==> src/rtl/redundant_normalize.sv <==
// Serial carry-propagation normaliser for redundant-form modular sums.
// One limb per cycle; a trial subtraction of MODULUS runs alongside and picks the canonical result.
module redundant_normalize #(
   parameter int NUM_ELEMENTS = 17,
   parameter int BIT_LEN      = 17,
   parameter int WORD_LEN     = 16,
   parameter logic [(NUM_ELEMENTS-1)*WORD_LEN-1:0] MODULUS = (256'd1 << 255) - 256'd19
) (
   input  logic                                         clk,
   input  logic                                         rst_n,
   input  logic                                         in_valid,
   output logic                                         in_ready,
   input  logic [NUM_ELEMENTS-1:0][BIT_LEN-1:0]         SUM,
   output logic                                         out_valid,
   input  logic                                         out_ready,
   output logic [NUM_ELEMENTS-2:0][WORD_LEN-1:0]        RESULT,
   output logic                                         out_err
);

   localparam int IDX_W   = $clog2(NUM_ELEMENTS);
   localparam int CARRY_W = BIT_LEN + 1 - WORD_LEN;
   localparam int MOD_W   = (NUM_ELEMENTS-1)*WORD_LEN;
   localparam logic [MOD_W+WORD_LEN-1:0] MOD_EXT = {{WORD_LEN{1'b0}}, MODULUS};
   localparam logic [IDX_W-1:0] LAST_IDX = IDX_W'(NUM_ELEMENTS-1);

   typedef enum logic [1:0] {IDLE, PROC, DONE} state_t;

   state_t                      state_reg, state_next;
   logic [BIT_LEN-1:0]          limb_reg [NUM_ELEMENTS];
   logic [IDX_W-1:0]            idx_reg;
   logic [CARRY_W-1:0]          carry_reg;
   logic                        borrow_reg;
   logic [WORD_LEN-1:0]         w_reg [NUM_ELEMENTS-1];
   logic [WORD_LEN-1:0]         d_reg [NUM_ELEMENTS-1];
   logic [NUM_ELEMENTS-2:0][WORD_LEN-1:0] result_reg;
   logic                        err_reg;

   logic [WORD_LEN-1:0]         mod_words [NUM_ELEMENTS];
   logic [NUM_ELEMENTS-2:0][WORD_LEN-1:0] res_sel;
   logic [BIT_LEN:0]            acc;
   logic [WORD_LEN:0]           diff;
   logic [WORD_LEN-1:0]         w_cur, d_cur;
   logic [CARRY_W-1:0]          carry_cur;
   logic                        borrow_cur;
   logic                        sel_d;
   logic                        err_cur;
   logic                        accept;
   logic                        last;

   // The extra zero word makes the top limb subtract nothing.
   generate
      for (genvar gi = 0; gi < NUM_ELEMENTS; gi++) begin : g_mod
         assign mod_words[gi] = MOD_EXT[gi*WORD_LEN +: WORD_LEN];
      end
   endgenerate

   always_comb begin
      acc        = {1'b0, limb_reg[idx_reg]} + {{(BIT_LEN+1-CARRY_W){1'b0}}, carry_reg};
      w_cur      = acc[WORD_LEN-1:0];
      carry_cur  = acc[BIT_LEN:WORD_LEN];
      diff       = {1'b0, w_cur} - {1'b0, mod_words[idx_reg]} - {{WORD_LEN{1'b0}}, borrow_reg};
      d_cur      = diff[WORD_LEN-1:0];
      borrow_cur = diff[WORD_LEN];
      sel_d      = ~borrow_cur;
      err_cur    = ((sel_d ? d_cur : w_cur) != '0) || (carry_cur != '0);
   end

   generate
      for (genvar gi = 0; gi < NUM_ELEMENTS-1; gi++) begin : g_sel
         assign res_sel[gi] = sel_d ? d_reg[gi] : w_reg[gi];
      end
   endgenerate

   assign accept = (state_reg == IDLE) && in_valid;
   assign last   = (idx_reg == LAST_IDX);

   always_ff @(posedge clk or negedge rst_n) begin
      if (!rst_n) begin
         state_reg <= IDLE;
      end else begin
         state_reg <= state_next;
      end
   end

   always_comb begin
      state_next = state_reg;
      case (state_reg)
         IDLE:    if (in_valid)  state_next = PROC;
         PROC:    if (last)      state_next = DONE;
         DONE:    if (out_ready) state_next = IDLE;
         default: state_next = IDLE;
      endcase
   end

   always_comb begin
      in_ready  = (state_reg == IDLE);
      out_valid = (state_reg == DONE);
   end

   always_ff @(posedge clk or negedge rst_n) begin
      if (!rst_n) begin
         for (int i = 0; i < NUM_ELEMENTS; i++) limb_reg[i] <= '0;
         for (int i = 0; i < NUM_ELEMENTS-1; i++) begin
            w_reg[i] <= '0;
            d_reg[i] <= '0;
         end
         idx_reg    <= '0;
         carry_reg  <= '0;
         borrow_reg <= 1'b0;
         result_reg <= '0;
         err_reg    <= 1'b0;
      end else if (accept) begin
         for (int i = 0; i < NUM_ELEMENTS; i++) limb_reg[i] <= SUM[i];
         idx_reg    <= '0;
         carry_reg  <= '0;
         borrow_reg <= 1'b0;
      end else if (state_reg == PROC) begin
         carry_reg  <= carry_cur;
         borrow_reg <= borrow_cur;
         for (int i = 0; i < NUM_ELEMENTS-1; i++) begin
            if (idx_reg == IDX_W'(i)) begin
               w_reg[i] <= w_cur;
               d_reg[i] <= d_cur;
            end
         end
         if (last) begin
            // Top word and final carry only feed the range check.
            result_reg <= res_sel;
            err_reg    <= err_cur;
         end else begin
            idx_reg <= idx_reg + 1'b1;
         end
      end
   end

   assign RESULT  = result_reg;
   assign out_err = err_reg;

endmodule

==> config.mk <==
export PLATFORM = sky130hd
export DESIGN_NAME = redundant_normalize
export DESIGN_NICKNAME = d
export VERILOG_FILES = /design/src/rtl/redundant_normalize.sv
export SDC_FILE = /design/constraint.sdc
export NUM_CORES = 2
export LEC_CHECK = 0
export CAP_MARGIN = 0
export CELL_PAD_IN_SITES_DETAIL_PLACEMENT = 1
export CELL_PAD_IN_SITES_GLOBAL_PLACEMENT = 2
export CORE_MARGIN = 1.5
export CORE_UTILIZATION = 36
export DETAILED_ROUTE_END_ITERATION = 7
export GPL_TIMING_DRIVEN = 0
export PLACE_DENSITY = 0.89
export SLEW_MARGIN = 10
export SYNTH_ARGS = -nofsm -noshare
export SYNTH_HDL_FRONTEND = slang
export SYNTH_SLANG_ARGS = --single-unit
==> constraint.sdc <==
create_clock -name clk -period 10.7 [get_ports clk]
set_clock_uncertainty 0.2 [all_clocks]
set_input_delay 1.605 -clock clk [delete_from_list [all_inputs] [get_ports clk]]
set_output_delay 1.605 -clock clk [all_outputs]
set_load 0.05 [all_outputs]
==> metrics.csv <==
metric,value,unit
final_antenna_net_count,0,
max_freq,0.0971,GHz
die_w,357,µm
placed_area,53100,µm²
fillers,13900,
postSynthCellCount,4479,
dp_hpwl,128000,µm
async_reset_ff_share,100,%
slowest_delay,0.91,ns
grt_usage,27.9,%
syn_area,45100,µm²
synth_cell_types,73,
yosys_most_used_dff,dfrtp_1,
grt_overflow_total,0,
synth-compound-area-share,9.71,%
dieArea,127000,µm²
via_per_inst,5.32,
cp-end-kind,flip-flop,
critical_path.startpoint_type,flip-flop,
synth_fp_nets,4811,
synth-edff-count,0,
start_util,36.4,%
gp_congestion,0.903,
coreArea,124000,µm²
cts.sinks,1068,
drive_gt1_share,7.63,%
clk_pin_slew,0.06,ns
arrival,10.71,ns
min_period,10.30,ns
htree_levels,3,
vias,36700,
worstMarginPinSlew,1.39,ns
muxShareOfSynthArea,10.6,%
final_area,57100,µm²
synth_xor_area_share,0.547,%
rsz0062_at_grt,no,
die_h,357,µm
first_pass_iters,7,
seq_area_frac_synth,59.3,%
wl_per_cell,25.8,µm
avgSynthCellArea,10.1,µm²
grt_antenna_before_repair,17,
setup_viol,0,
initialDrtViolationCount,2627,
grt_max_degree,166,
grt_pass1_wl,260000,µm
grt_pass1_vias,39100,
route.detailed.drc,50,
port_buffers,551,
fin_cells,6898,
cts_tree,done,
root_buffer,clkbuf_16,
synthAdderAreaFrac,1.13,%
cpMaxStageDelayCell,clkbuf_1,
fin_nets,5496,
insertion_delay,0.76,ns
rows,129,
cts_buffers,114,
dp_cells,6685,
clk_path_buf_depth,3,
synth_largest_area_cell,dfrtp_1,
hold_buffers,0,
crit_type,flip-flop to flip-flop,
violations,DRC,
yosysWarnings,0,
post-synth-top-area-fraction,59.3,%
largest_reg_flops,289,
cpMostUsedCell,ha_1,
io_pins,552,
slew_viol_final,0,
critPathRequiredTime,11.11,ns
synthSimpleGateAreaFrac,15.3,%
worstPathMaxFanout,10,
synth-seq-cells,1068,
routed_wl,178000,µm
area_growth,26.7,%
synth_top_family_by_area,simple AND/OR/NAND/NOR gates,
timing.final.crit_share,96.2,%
maxCapViolations,0,
slew_headroom,7.05,%
hold_violations,0,
ys_top_cells_by_area,"dfrtp_1 59%, nand2_1 14%, o21ai_0 7.5%",
hold_path_class,flip-flop to flip-flop,
status,"complete, but fails checks",
## critical path: cells and delay by family (launching register included)
family / cells / cell delay (ns)
compound gates: 9 / 2.33
mux: 3 / 1.57
flops: 1 / 0.49
fa+ha+maj: 4 / 1.34
buf+inv: 10 / 3.62
xor+xnor: 2 / 0.62
## worst paths after layout
kind | startpoint | to | slack, ns | depth (start not counted)
setup / recovery | idx_reg[0] | RESULT[153] | 0.40 | 28
hold / removal | limb_reg[222] | limb_reg[222] | 0.27 | 2
setup reg to reg | idx_reg[0] | RESULT[153] | 0.40 | 28
hold reg to reg | limb_reg[222] | limb_reg[222] | 0.27 | 2
max in group asynchronous | rst_n | limb_reg[173] | 6.42 | 6
min in group asynchronous | rst_n | RESULT[184] | 0.58 | 1
## timing repair
item | CTS | global route
endpoints found under the setup margin | 232 | 209
gates resized for setup | 8 | 5
pin swaps | 0 | 1
buffers inserted | 0 | 2
## metrics by stage
step / util (%) / TNS, ns / setup slack, ns / hold WS [ns]
floorplan: - / 0 / 3.31 / 0.240
global placement: 42.5 / - / -40.97 / 0.254
detailed placement: 42.8 / -142.95 / -0.918 / 0.257
CTS: 46.0 / 0 / 0.0192 / 0.272
global route: 46.1 / 0 / 0.0489 / 0.294
finish: 46.1 / 0 / 0.401 / 0.270
## cell usage in the layout, fill, tap and decap left out, drive strengths merged, types with 5 or more instances in the layout
cell and count:
dfrtp 1068, xor2 8, inv 46, diode 7, o21a 6, o21ai 718, a22o 6, mux2 49
ha 36, nand2 1634, and2 6, o31ai 20, clkbuf 432, nor2b 9, a22oi 8, xnor2 15
or2 5, nor4 5, nand2b 6, o22ai 11, nand3 17, nor2 29, clkinv 20, a21oi 20
nand4 13, a31oi 5, clkdlybuf4s50 550, mux4 54, buf 76, mux2i 303, and3 7, nor3 15
bufinv 10
## metal layers
metal / wire length, µm / global-route usage [%] / up-vias / part of all wire, %
met4: 8520 / 12.7 / 6 / 4.8
met1: 72300 / 34.9 / 18800 / 41
li1: - / - / 16300 / -
met5: 38 / 0 / - / 0.021
met2: 87200 / 47.4 / 1217 / 49
met3: 10200 / 4.62 / 353 / 5.7
## cells by family after synthesis
| kind of cell | after synthesis |
|---|---|
| mux | 406 |
| xor+xnor | 23 |
| flops | 1068 |
| simple gates | 1761 |
| fa+ha+maj | 39 |
| compound gates | 821 |
| buf+inv | 361 |
## layout make-up
class / count / area, µm² / share of cell area (%)
Multi-Input combinational cell: 3050 / 17000 / 29.7
Clock inverter: 32 / 569 / 0.996
Sequential cell: 1068 / 26700 / 46.8
Buffer: 313 / 1350 / 2.35
Antenna cell: 7 / 17.5 / 0.0307
Timing Repair Buffer: 571 / 5890 / 10.3
Inverter: 46 / 173 / 0.302
Tap cell: 1637 / 2050 / 3.59
Clock buffer: 174 / 3400 / 5.95
## synthesized netlist by cell type, types with 8 or more instances
cell type     n
nand2_1    1633
dfrtp_1    1068
o21ai_0     673
mux2i_1     303
clkbuf_1    259
mux4_2       54
mux2_2       49
inv_1        45
o21ai_1      45
buf_2        43
ha_1         36
nor2_1       29
a21oi_1      20
o31ai_1      18
nand3_1      17
nand4_1      13
nor3_1       12
o22ai_1      11
nor2b_1       9
xnor2_1       9
a22oi_1       8
buf_6         8
xor2_1        8
Power is left out: the tool's default activity adds up to more than one toggle a clock period on the data nets, which glitch-free logic cannot reach.
